File: src/rtl/vout_sinepwm_multi.sv
`timescale 1ns/1ps
// vout_sinepwm_multi: multi-phase sine-modulated PWM generator.
// A DDS phase accumulator advances once per carrier period. Each channel reads a
// full-wave sine table at an evenly spaced phase offset, scales the sample by
// 'amplitude' and drives complementary gate outputs with dead time.
// Ports:
//   clk        system clock
//   reset      asynchronous active-high reset
//   enable     1 = run; 0 = outputs low, phase held, duty tracks the held phase
//   freq       signed phase increment applied at each carrier period boundary
//   amplitude  modulation depth (0 = flat 50 %, all ones = full scale)
//   pwm_hi     registered high-side gate per channel
//   pwm_lo     registered low-side gate per channel
module vout_sinepwm_multi #(
   parameter int unsigned CHANNELS   = 3,
   parameter int unsigned PWM_BITS   = 8,
   parameter int unsigned TABLE_BITS = 5,
   parameter int unsigned DEADTIME   = 4
) (
   input  logic                       clk,
   input  logic                       reset,
   input  logic                       enable,
   input  logic signed [31:0]         freq,
   input  logic        [PWM_BITS-1:0] amplitude,
   output logic        [CHANNELS-1:0] pwm_hi,
   output logic        [CHANNELS-1:0] pwm_lo
);

   localparam int unsigned PH_W  = 32;
   localparam int unsigned P     = (2 ** PWM_BITS) - 1;
   localparam int unsigned M     = 2 ** (PWM_BITS - 1);
   localparam int unsigned TBL_N = 2 ** TABLE_BITS;
   localparam int unsigned XW    = 2 * PWM_BITS + 1;
   localparam logic [63:0] OFF_STEP = (64'd1 << PH_W) / 64'(CHANNELS);
   localparam real         PI       = 3.14159265358979323846;

   logic        [PH_W-1:0]                    phase_q, phase_d;
   logic        [PWM_BITS-1:0]                cnt_q, cnt_d;
   logic        [CHANNELS-1:0][PWM_BITS-1:0]  duty_q, duty_d;
   logic        [CHANNELS-1:0][PWM_BITS-1:0]  dt_q, dt_d;
   logic        [CHANNELS-1:0]                raw_prev_q, raw_prev_d;
   logic        [CHANNELS-1:0]                hi_q, hi_d;
   logic        [CHANNELS-1:0]                lo_q, lo_d;
   logic        [CHANNELS-1:0][PWM_BITS-1:0]  duty_calc;
   logic        [CHANNELS-1:0]                raw;
   logic        [PH_W-1:0]                    ph_k;
   logic signed [PWM_BITS-1:0]                sine_tbl [TBL_N];

   // Sine table sampled at bin centres so the wave is symmetric with no zero entries.
   for (genvar gi = 0; gi < TBL_N; gi++) begin : g_sine
      localparam real ANG = 2.0 * PI * (real'(gi) + 0.5) / real'(TBL_N);
      localparam int  SV  = int'(real'(M - 1) * $sin(ANG));
      assign sine_tbl[gi] = PWM_BITS'(SV);
   end

   // duty = M + floor(sample * amp / 2^PWM_BITS); signed product so the shift floors.
   function automatic logic [PWM_BITS-1:0] scale_duty(input logic signed [PWM_BITS-1:0] s,
                                                      input logic        [PWM_BITS-1:0] amp);
      logic signed [XW-1:0] prod;
      prod = XW'(s) * $signed(XW'(amp));
      return PWM_BITS'($signed(XW'(M)) + (prod >>> PWM_BITS));
   endfunction

   // Candidate duty per channel from the current phase plus its fixed offset.
   always_comb begin : duty_calc_comb
      duty_calc = '0;
      ph_k      = '0;
      for (int k = 0; k < int'(CHANNELS); k++) begin
         ph_k         = phase_q + PH_W'(64'(k) * OFF_STEP);
         duty_calc[k] = scale_duty(sine_tbl[ph_k[PH_W-1 -: TABLE_BITS]], amplitude);
      end
   end

   // Carrier, period-boundary updates, dead-time insertion and output decode.
   always_comb begin : next_state
      phase_d    = phase_q;
      cnt_d      = cnt_q;
      duty_d     = duty_q;
      dt_d       = dt_q;
      raw_prev_d = raw_prev_q;
      hi_d       = '0;
      lo_d       = '0;
      raw        = '0;
      if (!enable) begin
         // Clearing raw_prev forces a dead-time window at the first edge after enable.
         cnt_d      = '0;
         duty_d     = duty_calc;
         dt_d       = '0;
         raw_prev_d = '0;
      end else begin
         if (cnt_q == PWM_BITS'(P - 1)) begin
            cnt_d   = '0;
            duty_d  = duty_calc;
            phase_d = phase_q + $unsigned(freq);
         end else begin
            cnt_d = cnt_q + PWM_BITS'(1);
         end
         for (int k = 0; k < int'(CHANNELS); k++) begin
            raw[k] = (cnt_q < duty_q[k]);
            if (raw[k] != raw_prev_q[k]) begin
               dt_d[k] = PWM_BITS'(DEADTIME);
            end else if (dt_q[k] != '0) begin
               dt_d[k] = dt_q[k] - PWM_BITS'(1);
            end
            raw_prev_d[k] = raw[k];
            if (dt_d[k] == '0) begin
               hi_d[k] = raw[k];
               lo_d[k] = ~raw[k];
            end
         end
      end
   end

   // State registers.
   always_ff @(posedge clk or posedge reset) begin : regs
      if (reset) begin
         phase_q    <= '0;
         cnt_q      <= '0;
         duty_q     <= {CHANNELS{PWM_BITS'(M)}};
         dt_q       <= '0;
         raw_prev_q <= '0;
         hi_q       <= '0;
         lo_q       <= '0;
      end else begin
         phase_q    <= phase_d;
         cnt_q      <= cnt_d;
         duty_q     <= duty_d;
         dt_q       <= dt_d;
         raw_prev_q <= raw_prev_d;
         hi_q       <= hi_d;
         lo_q       <= lo_d;
      end
   end

   assign pwm_hi = hi_q;
   assign pwm_lo = lo_q;

endmodule

File: config.mk
export PLATFORM = sky130hd
export DESIGN_NAME = vout_sinepwm_multi
export DESIGN_NICKNAME = d
export VERILOG_FILES = /design/src/rtl/vout_sinepwm_multi.sv
export SDC_FILE = /design/constraint.sdc
export NUM_CORES = 1
export LEC_CHECK = 0
export CORE_MARGIN = 5
export CORE_UTILIZATION = 60
export CTS_BUF_LIST = sky130_fd_sc_hd__clkbuf_4 sky130_fd_sc_hd__clkbuf_8
export DETAILED_ROUTE_END_ITERATION = 16
export GPL_TIMING_DRIVEN = 0
export HOLD_SLACK_MARGIN = 0.02
export PLACE_DENSITY = 0.78
export RECOVER_POWER = 25
export REMOVE_ABC_BUFFERS = 1
export SYNTH_ARGS = -nofsm -noshare
export SYNTH_HDL_FRONTEND = slang
export SYNTH_SLANG_ARGS = --single-unit
File: constraint.sdc
create_clock -name clk -period 14.8 [get_ports clk]
set_input_delay 1.48 -clock clk [delete_from_list [all_inputs] [get_ports clk]]
set_output_delay 1.48 -clock clk [all_outputs]
set_load 0.02 [all_outputs]
# After elaboration in Yosys (flattened, before gate mapping)

Memory sizes are Yosys's and may differ from the RTL's.
Index checks and enable logic that the tools add are counted.

Register bits: 97
Memories kept: 3
Bits of input ports: 43
ROM bits: 768
Logic and storage cells: 80
Output and inout bits: 6

Memory list:

| memory           | words | bits a word | rd ports | clocked after memory_dff | wr ports | RTL line | text |
|---|---|---|---|---|---|---|---|
| (name not given) | 32    | 8           | 1        | 0                        | 0        | 70       | `duty_calc[k] = scale_duty(sine_tbl[ph_k[PH_W-1 -: TABLE_BITS]], amplitude);` |
| (name not given) | 32    | 8           | 1        | 0                        | 0        | 70       |  |
| (name not given) | 32    | 8           | 1        | 0                        | 0        | 70       |  |

Reduce and logical (&&, ||, !) cells: 7
Add/sub/neg operators: 10
Equal/unequal tests: 5
Bitwise logic cells: 6
Multiply operators: 3
Muxes and demuxes: 29
Magnitude comparators: 6

Operators by type and width:

| kind                                                     | count |
|---|---|
| 2-to-1 mux 8 bit                                         | 17 |
| 2-to-1 mux 24 bit                                        | 3 |
| multiplier 8 x 9 -> 16 bit                               | 3 |
| adder 32 x 31 -> 32 bit, second input constant           | 1 |
| adder 32 bit                                             | 1 |
| adder 32 bit, second input constant                      | 1 |
| adder 8 bit, first input constant                        | 3 |
| logical NOT 8 bit                                        | 3 |
| less-than comparator 8 bit                               | 3 |
| nonzero test 8 bit                                       | 3 |
| subtractor 8 x 1 -> 8 bit, second input constant         | 3 |
| greater-or-equal comparator 6 bit, second input constant | 3 |
| inverter 5 -> 6 bit                                      | 3 |
| 2-to-1 mux 3 bit                                         | 3 |
| adder 8 x 1 -> 8 bit, second input constant              | 1 |
| == test 8 bit, second input constant                     | 1 |
| 2-to-1 mux 1 bit                                         | 6 |
| inequality test 1 bit                                    | 3 |
| inverter 1 bit                                           | 3 |
| inequality test 2 x 1 -> 1 bit, second input constant    | 1 |
| AND reduction 2 bit                                      | 1 |

# Depth between registers and ports, before layout

Depth in word-level cells: 9
Mapped depth: 30
Gate-level depth less buffers: 29

# Worst setup path after synthesis

OpenSTA, ideal clock, no wires.

Path type: reg2reg
Start point: register phase_q[24]
End point: register duty_q[11] (netlist name)
Buffers on the path: 0
Data required time: 14.723 ns
Setup time: 0.077 ns
Cell stages (with the launch flop): 27
Setup slack: 7.993 ns
Arrival time: 6.729 ns
Path through: dfrtp_1 -> nor4b_2 -> nand4_1 -> or2_1 -> o311a_1 -> a2111oi_4 -> ha_1 -> inv_1 -> mux2_1 -> mux2i_1 -> a21oi_2 -> and2_1 -> fa_1 -> inv_1 -> fa_1 -> inv_1 -> fa_1 -> fa_1 -> ha_1 -> nand2_1 -> o21ai_0 -> o21a_1 -> o21a_1 -> o21a_1 -> o21a_1 -> or2_2 -> a21oi_1

Word-level cells in the longest chain between the ends: 9

RTL lines:

| element                                                 | RTL line | text |
|---|---|---|
| from (decl)                                             | 37       | `logic [PH_W-1:0] phase_q, phase_d;` |
| from (signal assigned)                                  | 125      | `phase_q <= phase_d;` |
| adder 32 x 31 -> 32 bit (*)                             | 69       | `ph_k = phase_q + PH_W'(64'(k) * OFF_STEP);` |
| inverter 5 -> 6 bit (implied by the code) (*)           | 70       |  |
| memory read (32 x 8 bit) (*)                            | -        |  |
| 2-to-1 mux 8 bit (implied by the code) (*) (2 in a row) | 70       |  |
| multiplier 8 x 9 -> 16 bit (*)                          | 60       | `prod = XW'(s) * $signed(XW'(amp));` |
| adder 8 bit (*)                                         | 61       | `return PWM_BITS'($signed(XW'(M)) + (prod >>> PWM_BITS));` |
| 2-to-1 mux 24 bit                                       | 91       | `if (cnt_q == PWM_BITS'(P - 1)) begin` |
| 2-to-1 mux 24 bit (*)                                   | 84       | `if (!enable) begin` |
| to (signal assigned)                                    | 119      | `duty_q <= {CHANNELS{PWM_BITS'(M)}};` |
| to (signal assigned)                                    | 127      | `duty_q <= duty_d;` |
| to (decl)                                               | 39       | `logic [CHANNELS-1:0][PWM_BITS-1:0] duty_q, duty_d;` |

Mark *: on every way between the ends. The rest lies on a longest branch, timed or not. The select of a mux whose other input is x is not followed.
A chain may end at the register's enable or synchronous reset.

# Worst setup path after layout

Start point: register phase_q[27]
End point: register duty_q[22] (netlist name)

Word-level cells in the longest chain between the ends: 9

RTL lines:

| element                                                 | RTL line |
|---|---|
| adder 32 bit (*)                                        | 69 |
| inverter 5 -> 6 bit (implied by the code) (*)           | 70 |
| memory read (32 x 8 bit) (*)                            | - |
| 2-to-1 mux 8 bit (implied by the code) (*) (2 in a row) | 70 |
| multiplier 8 x 9 -> 16 bit (*)                          | 60 |
| adder 8 bit (*)                                         | 61 |
| 2-to-1 mux 24 bit                                       | 91 |
| 2-to-1 mux 24 bit (*)                                   | 84 |

Marks and branches as above.

==> results by group <==
Run status
  • Run status: finished with violations
  • Failing checks: max-capacitance violations, max-slew violations

Critical path
  • Element type at the critical path end: register
  • CP Max Fanout: 20
  • Critical setup path kind: reg -> reg
  • Slowest cell on crit path: dfrtp_1
  • Critical Path AT: roughly 8500 ps
  • Cell mode on critical path: fa_1
  • Crit path cell chain: clkinv_1 > ha_1 > inv_1 > nor2_1 > a221oi_1 > and4b_1 > or3_1 > a21oi_1 > xnor2_1 > and2_1 > fa_1 > fa_1 > fa_1 > inv_1 > fa_1 > inv_1 > ha_1 > or3_1 > o221a_2 > a41oi_1 > nand2b_1 > a21oi_1 > xor2_1 > a21oi_1
  • Setup crit start kind: register
  • Worst EP required: 15030 ps
  • Slowest cell delay on critical path: a little under 900 ps
  • CP startpoint: phase_q[27]
  • CP top delay family: adder cells
  • Crit path buf inv count: 4
  • Worst r2r src: phase_q[27]

Synth
  • Post-synthesis cell area: between 10000 and 15000 um2
  • Register area share after synthesis: 0.175
  • YS warnings: 0
  • Asr flop ratio synth: 1.00
  • Post-synthesis cell type count: 81
  • Commonest register cell after synthesis: dfrtp_1
  • Post-synth EDFFs: 0
  • Synth Instances: 1621
  • Mean Syn Cell Area: 8.57 um2
  • Seq cells post-synth: 97

CTS
  • Maximum root-to-sink buffer count: 2
  • Clock Sinks: 97
  • Skew-Pair Late Insertion Delay: slightly below 400 ps
  • H-tree depth: 3
  • Post-CTS Resized: 0
  • Post-CTS setup buffer count: 0
  • TritonCTS clock tree: built
  • Clock transition at path regs: 100 ps
  • Cts-stage hold buffer count: 0
  • Root Buffer: clkbuf_8
  • CTS Buf Count: 9

Placed design
  • Global placer's final weighted congestion: 0.861
  • DP Wirelength: 22.3 mm
  • PortBufs: 48

STA
  • Setup TNS: 0 ps
  • Slew @ Worst Pin: approximately 3800 ps
  • Fin crit share: 0.558
  • Final hold vios: 0
  • Max Freq: ~120 MHz
  • Fin Clk Skew: about 10 ps
  • Final setup fails: 0
  • Max-slew violation count: between 70 and 80
  • RSZ-0062 raised after global routing: no
  • Final Critical Period: around 8300 ps
  • Headroom to the max-slew limit: -1.51

Pwr
  • VDD IR max: about 0.000057 V
  • Final Power: 1.16 mW
  • Leakage: 7.21 nW
  • Power per cell area: about 79 nW/um2

Finish
  • Ant. Diodes: 0
  • Commonest non-fill, non-tap cell in the layout: ha_1
  • Fillers: 1920
  • Highest-count cells in the layout ignoring fill and taps: ha_1, inv_1, nand2_1
  • Share of cells above drive strength 1: 0.0374
  • Area grow syn2layout: 6.00%
  • Final net count: 1962
  • Final Util: 0.648

GRT
  • Largest net degree at the start of global routing: 75
  • Initial antenna violation count: 0
  • Tot GR Track Use: 0.228
  • GRT overflow: 0
  • Number of global-route vias before repair: 11100
  • First-pass GRT wire length: between 50 and 60 mm

Floorplan
  • Die area: 26300 um2
  • Std-Cell Rows: 55
  • Ports: 49
  • Starting Density: 0.612
  • Die Width: 162 um
  • Die Ht: 162 um
  • Placeable Area: 22700 um2

Drt
  • Routed WL: around 29 mm
  • Antenna-violating nets left: 0
  • TritonRoute pass-1 iters: 5
  • Starting DRC count in detailed routing: roughly 600
  • Drt drc: 0
  • Routed vias: 11100
  • WL/cell: 15.1 um
  • Vias per cell: 5.82

Min path
  • Hold path start: raw_prev_q[2]
  • Worst min path class: reg -> reg

Job
  • Max-Cap Viols: 1
[layout make-up]
class	instances	area [um2]	area share
multi-input combinational	1282	10500	0.716
sequential	97	2430	0.165
inverter	184	692	0.0470
timing repair buffer	50	504	0.0342
tap	285	357	0.0242
clock buffer	11	151	0.0103
clock inverter	5	50.0	0.00340
[cell families after synthesis]
family / synth area share
AND/OR/NAND/NOR: 0.204
AO/OA/AOI/OAI: 0.148
adder cells (fa/ha/maj): 0.323
buffers and inverters: 0.0667
flip-flops: 0.175
XOR/XNOR: 0.0598
multiplexers: 0.0235
[worst register-to-register path: stages (launching register included)]
cell	delay [ps]
dfrtp_1	890
clkinv_1	510
ha_1	370
inv_1	100
nor2_1	70
a221oi_1	290
and4b_1	630
or3_1	280
a21oi_1	110
xnor2_1	520
and2_1	230
fa_1	440
fa_1	530
fa_1	540
inv_1	60
fa_1	540
inv_1	50
ha_1	330
or3_1	380
o221a_2	160
a41oi_1	400
nand2b_1	150
a21oi_1	190
xor2_1	240
a21oi_1	100
[state kept, by name (all words and copies together) (netlist names)]
name        count
phase_q        32
duty_q         24
pwm_hi          3
dt_q           24
pwm_lo          3
cnt_q           8
raw_prev_q      3
[through the flow]
stage               cell area, um2  worst slack, ps  std cells  hold slack [ps]
finish                       14700             6540       1914              479
global route                 14700             5960       1914              525
CTS                          14700             6590       1914              483
detailed placement           14500             6620       1898              467
global placement             14500             6680       1896              456
floorplan                    13700             7850       1563              442
[routing by layer]
metal | track usage | up-vias | wire length [um]
li1 | - | 5498 | -
met1 | 0.296 | 5428 | 13000
met2 | 0.405 | 177 | 14400
met3 | 0.0292 | 42 | 918
met4 | 0.0619 | 0 | 561
met5 | 0 | - | 0
[cell usage after synthesis (4+ instances only)]
library cell	number	share of area
a21o_1	30	0.016
o21bai_1	10	0.0054
o21ai_0	76	0.027
and2_1	98	0.044
or3_1	8	0.0036
and3_1	11	0.0050
a211oi_1	4	0.0022
nor3_1	56	0.020
o21a_1	20	0.011
nand2_1	134	0.036
dfrtp_1	94	0.17
o211ai_1	10	0.0054
buf_2	5	0.0018
nor2_1	100	0.027
nand3b_1	5	0.0027
xor2_1	41	0.026
nand4_1	6	0.0027
mux2_2	8	0.0065
xnor2_1	52	0.033
inv_1	180	0.049
fa_1	106	0.15
or2_2	10	0.0045
o31ai_1	6	0.0032
nand2b_1	29	0.013
mux2i_1	20	0.014
ha_1	189	0.17
o22ai_1	4	0.0018
a31oi_1	10	0.0045
a21oi_1	85	0.031
a2111oi_0	6	0.0038
nor4_1	13	0.0059
buf_1	4	0.0011
clkbuf_1	47	0.013
nand3_1	26	0.0094
nor2b_1	39	0.018
[worst paths after layout]
| path | end | slack (ps) | cells after the start |
|---|---|---|---|
| setup / recovery | duty_q[22] | 6540 | 24 |
| hold / removal | pwm_lo[2] | 480 | 1 |
| setup reg to reg | duty_q[22] | 6540 | 24 |
| hold reg to reg | pwm_lo[2] | 480 | 1 |
| max in group asynchronous | duty_q[14] | 9050 | 3 |
| min in group asynchronous | phase_q[0] | 1730 | 2 |
[where the power goes]
part / internal (mW) / total, mW / switching, mW
clock network: 0.0730 / 0.177 / 0.104
registers: 0.318 / 0.366 / 0.0481
logic: 0.279 / 0.620 / 0.341
(Power assumes the default switching activity.)
